--- src/rtl/mips_ctrl_pkg.sv ---
// Shared encodings for the multi-cycle MIPS controller: FSM states, opcode/funct
// values, ALU operation codes and PC source selects.
package mips_ctrl_pkg;

    typedef enum logic [3:0] {
        ST_IDLE     = 4'd0,
        ST_FETCH    = 4'd1,
        ST_DECODE   = 4'd2,
        ST_EXEC_R   = 4'd3,
        ST_EXEC_I   = 4'd4,
        ST_MEM_ADDR = 4'd5,
        ST_MEM_RD   = 4'd6,
        ST_MEM_WR   = 4'd7,
        ST_WB_R     = 4'd8,
        ST_WB_I     = 4'd9,
        ST_WB_MEM   = 4'd10,
        ST_BRANCH   = 4'd11,
        ST_JUMP     = 4'd12,
        ST_ILLEGAL  = 4'd13
    } state_e;

    localparam logic [5:0] OP_RTYPE = 6'h00;
    localparam logic [5:0] OP_ADDI  = 6'h08;
    localparam logic [5:0] OP_LW    = 6'h23;
    localparam logic [5:0] OP_SW    = 6'h2B;
    localparam logic [5:0] OP_BEQ   = 6'h04;
    localparam logic [5:0] OP_J     = 6'h02;

    localparam logic [5:0] FN_ADD = 6'h20;
    localparam logic [5:0] FN_SUB = 6'h22;
    localparam logic [5:0] FN_AND = 6'h24;
    localparam logic [5:0] FN_OR  = 6'h25;
    localparam logic [5:0] FN_SLT = 6'h2A;

    localparam logic [2:0] ALU_ADD = 3'b000;
    localparam logic [2:0] ALU_SUB = 3'b001;
    localparam logic [2:0] ALU_AND = 3'b010;
    localparam logic [2:0] ALU_OR  = 3'b011;
    localparam logic [2:0] ALU_SLT = 3'b100;

    localparam logic [1:0] PC_SEQ    = 2'b00;
    localparam logic [1:0] PC_BRANCH = 2'b01;
    localparam logic [1:0] PC_JUMP   = 2'b10;

endpackage

--- src/rtl/mips_alu_decode.sv ---
// R-type funct decoder: maps funct to an ALU operation and flags unsupported codes.
module mips_alu_decode
    import mips_ctrl_pkg::*;
(
    input  logic [5:0] funct,
    output logic [2:0] alu_op,
    output logic       legal
);

    // NOTE: every output gets a default before the case so no latch is inferred.
    always_comb begin
        alu_op = ALU_ADD;
        legal  = 1'b1;
        case (funct)
            FN_ADD:  alu_op = ALU_ADD;
            FN_SUB:  alu_op = ALU_SUB;
            FN_AND:  alu_op = ALU_AND;
            FN_OR:   alu_op = ALU_OR;
            FN_SLT:  alu_op = ALU_SLT;
            default: legal  = 1'b0;
        endcase
    end

endmodule

--- src/rtl/mips_multicycle_ctrl.sv ---
// Multi-cycle MIPS control FSM with a mem_req/mem_ready handshake.
// Optional MIPS_CTRL_PERF_EN adds retired-instruction and stall-cycle counters.
module mips_multicycle_ctrl
    import mips_ctrl_pkg::*;
(
    input  logic        clk,
    input  logic        rst_n,
    input  logic [5:0]  opcode,
    input  logic [5:0]  funct,
    input  logic        zero,
    input  logic        mem_ready,
    output logic        mem_req,
    output logic        mem_read,
    output logic        mem_write,
    output logic        iord,
    output logic        ir_write,
    output logic        reg_dst,
    output logic        reg_write,
    output logic        mem_to_reg,
    output logic        alu_src,
    output logic [2:0]  alu_op,
    output logic        pc_write,
    output logic [1:0]  pc_src,
    output logic        instr_done,
    output logic        illegal,
    output logic [3:0]  state
`ifdef MIPS_CTRL_PERF_EN
    ,
    output logic [31:0] retired_cnt,
    output logic [31:0] stall_cnt
`endif
);

    state_e     state_q, state_d;
    logic [2:0] r_alu_op;
    logic       funct_legal;

    mips_alu_decode u_alu_decode (
        .funct  (funct),
        .alu_op (r_alu_op),
        .legal  (funct_legal)
    );

    // NOTE: state flops use non-blocking assignments; the combinational block below uses blocking.
    always_ff @(posedge clk or negedge rst_n) begin
        if (!rst_n) state_q <= ST_IDLE;
        else        state_q <= state_d;
    end

    assign state = state_q;

    always_comb begin
        state_d    = state_q;
        mem_req    = 1'b0;
        mem_read   = 1'b0;
        mem_write  = 1'b0;
        iord       = 1'b0;
        ir_write   = 1'b0;
        reg_dst    = 1'b0;
        reg_write  = 1'b0;
        mem_to_reg = 1'b0;
        alu_src    = 1'b0;
        alu_op     = ALU_ADD;
        pc_write   = 1'b0;
        pc_src     = PC_SEQ;
        instr_done = 1'b0;
        illegal    = 1'b0;
        case (state_q)
            ST_IDLE: state_d = ST_FETCH;
            ST_FETCH: begin
                mem_req  = 1'b1;
                mem_read = 1'b1;
                if (mem_ready) begin
                    ir_write = 1'b1;
                    pc_write = 1'b1;
                    state_d  = ST_DECODE;
                end
            end
            ST_DECODE: begin
                case (opcode)
                    OP_RTYPE:     state_d = funct_legal ? ST_EXEC_R : ST_ILLEGAL;
                    OP_ADDI:      state_d = ST_EXEC_I;
                    OP_LW, OP_SW: state_d = ST_MEM_ADDR;
                    OP_BEQ:       state_d = ST_BRANCH;
                    OP_J:         state_d = ST_JUMP;
                    default:      state_d = ST_ILLEGAL;
                endcase
            end
            ST_EXEC_R: begin
                alu_op  = r_alu_op;
                state_d = ST_WB_R;
            end
            ST_EXEC_I: begin
                alu_src = 1'b1;
                state_d = ST_WB_I;
            end
            ST_MEM_ADDR: begin
                alu_src = 1'b1;
                state_d = (opcode == OP_SW) ? ST_MEM_WR : ST_MEM_RD;
            end
            ST_MEM_RD: begin
                mem_req  = 1'b1;
                mem_read = 1'b1;
                iord     = 1'b1;
                if (mem_ready) state_d = ST_WB_MEM;
            end
            ST_MEM_WR: begin
                mem_req   = 1'b1;
                mem_write = 1'b1;
                iord      = 1'b1;
                if (mem_ready) begin
                    instr_done = 1'b1;
                    state_d    = ST_FETCH;
                end
            end
            ST_WB_R, ST_WB_I, ST_WB_MEM: begin
                reg_dst    = (state_q == ST_WB_R);
                mem_to_reg = (state_q == ST_WB_MEM);
                reg_write  = 1'b1;
                instr_done = 1'b1;
                state_d    = ST_FETCH;
            end
            ST_BRANCH: begin
                alu_op     = ALU_SUB;
                pc_src     = PC_BRANCH;
                pc_write   = zero;
                instr_done = 1'b1;
                state_d    = ST_FETCH;
            end
            ST_JUMP: begin
                pc_src     = PC_JUMP;
                pc_write   = 1'b1;
                instr_done = 1'b1;
                state_d    = ST_FETCH;
            end
            ST_ILLEGAL: begin
                illegal    = 1'b1;
                instr_done = 1'b1;
                state_d    = ST_FETCH;
            end
            default: state_d = ST_IDLE;
        endcase
    end

`ifdef MIPS_CTRL_PERF_EN
    logic [31:0] retired_cnt_q, retired_cnt_d;
    logic [31:0] stall_cnt_q, stall_cnt_d;
    logic        mem_wait;

    // A stall is any memory-phase cycle in which the access has not completed.
    assign mem_wait = (state_q == ST_FETCH || state_q == ST_MEM_RD || state_q == ST_MEM_WR)
                      && !mem_ready;

    always_comb begin
        retired_cnt_d = retired_cnt_q + ((instr_done && !illegal) ? 32'd1 : 32'd0);
        stall_cnt_d   = stall_cnt_q + (mem_wait ? 32'd1 : 32'd0);
    end

    always_ff @(posedge clk or negedge rst_n) begin
        if (!rst_n) begin
            retired_cnt_q <= 32'd0;
            stall_cnt_q   <= 32'd0;
        end else begin
            retired_cnt_q <= retired_cnt_d;
            stall_cnt_q   <= stall_cnt_d;
        end
    end

    assign retired_cnt = retired_cnt_q;
    assign stall_cnt   = stall_cnt_q;
`endif

endmodule

--- config.mk ---
export PLATFORM = sky130hd
export DESIGN_NAME = mips_multicycle_ctrl
export DESIGN_NICKNAME = d
export VERILOG_FILES = /design/src/rtl/mips_ctrl_pkg.sv /design/src/rtl/mips_alu_decode.sv /design/src/rtl/mips_multicycle_ctrl.sv
export SDC_FILE = /design/constraint.sdc
export NUM_CORES = 1
export LEC_CHECK = 0
export CAP_MARGIN = 10
export CORE_MARGIN = 1.5
export CORE_UTILIZATION = 38
export DETAILED_ROUTE_END_ITERATION = 8
export PLACE_DENSITY_LB_ADDON = 0.2
export SYNTH_ARGS = -nofsm -noshare
export SYNTH_HDL_FRONTEND = slang
export SYNTH_SLANG_ARGS = --single-unit
--- constraint.sdc ---
create_clock -name clk -period 3.5 [get_ports clk]
set_input_delay 0.7 -clock clk [delete_from_list [all_inputs] [get_ports clk]]
set_output_delay 0.7 -clock clk [all_outputs]
set_load 0.02 [all_outputs]
==> results of run 1 <==
-- cell usage after synthesis --
cell type	count	area share
a211o_1	1	0.016
a211oi_1	1	0.013
a21boi_0	1	0.013
nand2_1	9	0.060
buf_2	2	0.018
nand4_1	2	0.022
dfrtp_1	4	0.18
a221oi_1	1	0.016
nor3_1	7	0.062
a31oi_1	1	0.011
o221ai_2	1	0.027
nand2b_1	1	0.011
nor4_2	1	0.022
o21ai_0	2	0.018
xor2_1	1	0.016
o221ai_1	1	0.016
inv_1	1	0.0067
a311oi_1	1	0.016
and3_1	1	0.011
inv_2	2	0.013
nor3_2	1	0.018
a21o_1	1	0.013
nor2b_1	6	0.067
buf_4	3	0.040
nand3_1	1	0.0089
a21oi_1	6	0.053
and2b_1	1	0.013
o21a_1	1	0.013
nor2_1	14	0.094
o32ai_1	2	0.031
nor2b_2	1	0.016
and4b_1	1	0.018
mux2i_1	2	0.036
nor3b_1	1	0.013
-- cell type report --
class                      count  area [um2]
clock buffer                   3        22.5
multi-input combinational     70         418
inverter                       3        11.3
fill                         130         403
sequential                     4         100
timing repair buffer          36         360
tap                           15        18.8
-- worst max-delay path, delay by kind of cell --
| kind | cells | cell delay (ns) |
|---|---|---|
| buffers and inverters | 2 | 1.10 |
| AND/OR/NAND/NOR | 2 | 0.34 |
| AO/OA/AOI/OAI | 1 | 0.32 |
-- cell families (layout without fill, tap and decap cells) --
group,count (synthesis),count (layout),share of synthesized area
simple gates,47,47,0.437
mux,2,2,0.0356
compound gates,20,20,0.256
buf+inv,8,42,0.0779
flops,4,4,0.178
xor+xnor,1,1,0.0156
-- layer usage --
metal / share of wire / vias to the layer above / global-route usage
met5: 0 / - / 0
met4: 0.017 / 0 / 0.116
met3: 0.049 / 4 / 0.0391
met2: 0.50 / 31 / 0.344
met1: 0.43 / 325 / 0.235
li1: - / 369 / -
-- stage by stage --
| step | cell area, um2 | hold WS (ns) |
|---|---|---|
| floorplan | 562 | 0.404 |
| global placement | 908 | 0.716 |
| detailed placement | 908 | 0.722 |
| CTS | 931 | 0.664 |
| global route | 931 | 0.677 |
| finish | 931 | 0.670 |
-- power by group through the flow --
stage / Sequential [mW] / Clock [mW] / Combinational [mW]
finish: 0.141 / 0.0547 / 0.403
global route: 0.149 / 0.0634 / 0.436
floorplan: 0.105 / 0 / 0.281
detailed placement: 0.142 / 0 / 0.406
global placement: 0.141 / 0 / 0.403
CTS: 0.141 / 0.0593 / 0.407
-- path summary, 6_finish.rpt --
check	from	to	slack (ns)
setup / recovery	funct[5]	alu_op[0]	0.34
hold / removal	rst_n	state[1]	0.67
setup reg to reg	state[1]	state[3]	2.02
hold reg to reg	state[3]	state[2]	0.72
max in group asynchronous	rst_n	state[3]	2.67
min in group clk	state[3]	state[2]	0.72
==> flow_summary.json, run 1 <==
{
  "start_util": 0.421,
  "dpl.hpwl_mm": 1.29,
  "crit_top_cell": "clkdlybuf4s50_1",
  "fin_nets": 134,
  "hold_class": "in2async",
  "synth_cell_types": 34,
  "cts_sinks": 4,
  "clockBufferDepth": 2,
  "htreeDepth": 1,
  "syn-mean-instance-area_um2": 6.85,
  "mostFrequentLayoutCells": "36 x clkdlybuf4s50_1, 14 x nor2_1, 9 x nand2_1",
  "timing.final.crit_share": 0.903,
  "final_util": 0.698,
  "power_leakage_nw": 0.350,
  "clk_latency_ns": 0.23,
  "stdcell_count": 131,
  "cts_resized": 0,
  "setup_slack_ns": 0.341,
  "layout_commonest_cell": "clkdlybuf4s50_1",
  "power_frac_comb": 0.673,
  "syn_inst": 82,
  "path_max_fanout": 3,
  "status": "complete, no violations",
  "ioPinCount": 37,
  "grt_use_total": 0.203,
  "ys_ff_latch": 4,
  "crit_arrival_ns": 2.46,
  "ys.warnings.count": 0,
  "area_delta_synth_final_pct": 65.7,
  "p_int_mw": 0.303,
  "path_cells": "clkdlybuf4s50_1, nor2b_1, nand4_1, o32ai_1, clkdlybuf4s50_1",
  "die_h_um": 41.5,
  "syn_nets": 98,
  "critPathLaunchType": "primary input",
  "rows": 13,
  "synth.yosys.seq_area_share": 0.178,
  "hold_viol": 0,
  "slew_violations": 0,
  "final.setup_skew_ns": 0.0000271,
  "antenna_left": 0,
  "p_clk_frac": 0.091,
  "wl_mm": 1.62,
  "dr.pass1.iters": 4,
  "p_seq_frac": 0.236,
  "maxCapViolCount": 0,
  "core_region_area_um2": 1330,
  "relSlewSlack": 0.610,
  "max_freq_mhz": 317,
  "n_antenna_cell": 0,
  "viasPerCell": 5.56,
  "antenna_found_initial": 0,
  "dr.first_iter.drc_count": 12,
  "dp.cells": 128,
  "power_density_nw_per_um2": 644,
  "vias": 729,
  "numCtsBuffers": 3,
  "grt_max_degree": 20,
  "netlist_area_um2": 562,
  "die_x_um": 41.5,
  "end_kind": "output port",
  "cts_tree": "built",
  "max-vdd-ir-drop_mv": 0.364,
  "place.gp.congestion": 0.799,
  "power.switching_mw": 0.296,
  "cts_hold_buf": 0,
  "pre_cts_slack_ns": 0.327,
  "layout-drive-gt1-share": 0.0776,
  "fin_crit_ns": 3.16,
  "largest_reg_flops": 4,
  "grt_pass1_wl_mm": 2.75,
  "power.share.switching": 0.494,
  "die_area_um2": 1720,
  "drt_drc_violations_left": 0,
  "power.total_mw": 0.599,
  "grt.overflow.total": 0,
  "grt_pass1_vias": 642,
  "root_buffer": "clkbuf_4",
  "worst-slew-pin-transition_ns": 0.585,
  "cp_slowest_cell": "clkdlybuf4s50_1",
  "numPortBuffers": 36,
  "setup_tns_ns": 0,
  "setup-violations-final": 0,
  "slowest_delay_ns": 0.65,
  "rsz0062_at_grt": "no",
  "critPathKind": "in2out",
  "clkTransAtPathRegs_ns": 0.03,
  "post-cts-setup-buffers": 0,
  "cp.required_ns": 2.80,
  "reg2reg_depth": 4,
  "wl_per_cell_um": 12.4
}
No activity file was read; power rests on OpenSTA's default activity.
==> run 2: changes to the inputs <==
--- a/config.mk
+++ b/config.mk
@@ -5,6 +5,7 @@
 export SDC_FILE = /design/constraint.sdc
 export NUM_CORES = 1
 export LEC_CHECK = 0
+export ABC_CLOCK_PERIOD_IN_PS = 3500
 export CAP_MARGIN = 10
 export CORE_MARGIN = 1.5
 export CORE_UTILIZATION = 38
==> results of run 2 <==
The final DEF is identical to that of run 1; final timing and power are the same.
==> patch: new RTL, config.mk and constraints of run 1 <==
The option `MIPS_CTRL_PERF_EN` is turned on by a define.
--- a/src/rtl/mips_multicycle_ctrl.sv
+++ b/src/rtl/mips_multicycle_ctrl.sv
@@ -1,5 +1,7 @@
 // Multi-cycle MIPS control FSM with a mem_req/mem_ready handshake.
 // Optional MIPS_CTRL_PERF_EN adds retired-instruction and stall-cycle counters.
+`define MIPS_CTRL_PERF_EN
+
 module mips_multicycle_ctrl
     import mips_ctrl_pkg::*;
 (
Function (old outputs only; new: retired_cnt and stall_cnt): kept (Yosys induction, for registers that start in step).
==> patch against run 1 <==
- via count increased to 3.8 times the old value
- wire length rose to 4.8 times the old value
- largest cell class is now registers
- clock power rose to 12 times the old value
- total power increased to 4.0 times the old value
- sequential power grew to 7.0 times the old value
- first-iteration DRC count grew to 8.4 times the old value
- worst setup slack better by 0.058 ns
- combinational power up 91%
- sequential cell count rose by 64
- area after synthesis grew to 6.0 times the old value
- design area rose to 5.1 times the old value
- highest routed layer unchanged
==> patch: results <==
group,metric,value,unit
power_and_ir_drop,peakVddDrop,0.000416,V
clock_tree,path_clk_slew,0.08,ns
global_route,met3_usage,0.0525,
setup_path,r2r_cells,10,
setup_path,r2r_end,"stall_cnt[26]$_DFF_PN0_",
power_and_ir_drop,cell_internal_pwr,1.55,mW
layout,register_area,1700,um2
drt,drt-initial-drc-count,101,
drt,met3_length,512,um
timing,fin_skew,0.0115,ns
layout,multi_input_cells,242,
placement,port_buffers,100,
die,rows,34,
drt,via_per_inst,5.10,
layout,multi_input_area_share,0.346,
placement,pre_cts_slack,0.291,ns
timing,post-route-period-util,0.886,
placement,place_congestion,0.896,
logic_synthesis,synth.distinct_cells,39,
global_route,grt_pass1_wl,13.3,mm
clock_tree,cts_sinks,68,
drt,wl_met2,3.53,mm
global_route,grtUsageMet2,0.258,
layout,drive_gt1_frac,0.0799,
clock_tree,htreeDepth,3,
setup_path,arrival,2.40,ns
clock_tree,cts_buffers,9,
clock_tree,clkLatencyLatePin,0.33,ns
power_and_ir_drop,p_leak,1.96,nW
layout,final-clk-cell-share,0.0405,
clock_tree,root_buffer,"clkbuf_8",
drt,wirelength,7.74,mm
run_status,status,"finished, final reports clean",
placement,dpl.hpwl,5.69,mm
layout,num-fill-cells,805,
power_and_ir_drop,pg_comb,0.770,mW
drt,via_count,2786,
layout,stdcell_area,4730,um2
layout,nClkBuffers,10,
layout,final-nonclk-buf-share,0.222,
logic_synthesis,ys_top_cells_by_count,"68 x dfrtp_1, 43 x xnor2_1, 27 x nand2_1, 25 x nand3_1, 20 x nand4_1",
power_and_ir_drop,total_power,2.39,mW
global_route,grt_use_total,0.171,
power_and_ir_drop,p_clk,0.630,mW
logic_synthesis,yosysSeqAreaShare,0.502,
timing,worst_pin_slew,0.690,ns
layout,nets,453,
drt,wl_met1,3.59,mm
logic_synthesis,syn_nets,344,
==> patch: cell count changes in the layout (fill, tap and decap cells not counted), sizes merged, moves of 8 or more <==
cell	change
clkdlybuf4s50	+63
nand4	+18
nand2	+18
buf	+8
nor3	+9
dfrtp	+64
and3	+9
xnor2	+43
xor2	+17
nand3	+26
==> patch: cell families (layout without fill, tap and decap cells) <==
| kind of cell | Yosys count | count (layout) | share of synthesized area |
|---|---|---|---|
| adder cells (fa/ha/maj) | 4 | 4 | 0.0148 |
| flip-flops | 68 | 68 | 0.502 |
| buffers and inverters | 14 | 128 | 0.0184 |
| XOR/XNOR | 61 | 61 | 0.158 |
| AO/OA/AOI/OAI | 21 | 21 | 0.0395 |
| AND/OR/NAND/NOR | 154 | 154 | 0.262 |
| multiplexers | 2 | 2 | 0.00590 |
==> patch: critical path: stages <==
cell             delay (ns)
clkdlybuf4s50_1        0.44
nor2b_1                0.17
nand4_1                0.16
o32ai_1                0.28
clkdlybuf4s50_1        0.65
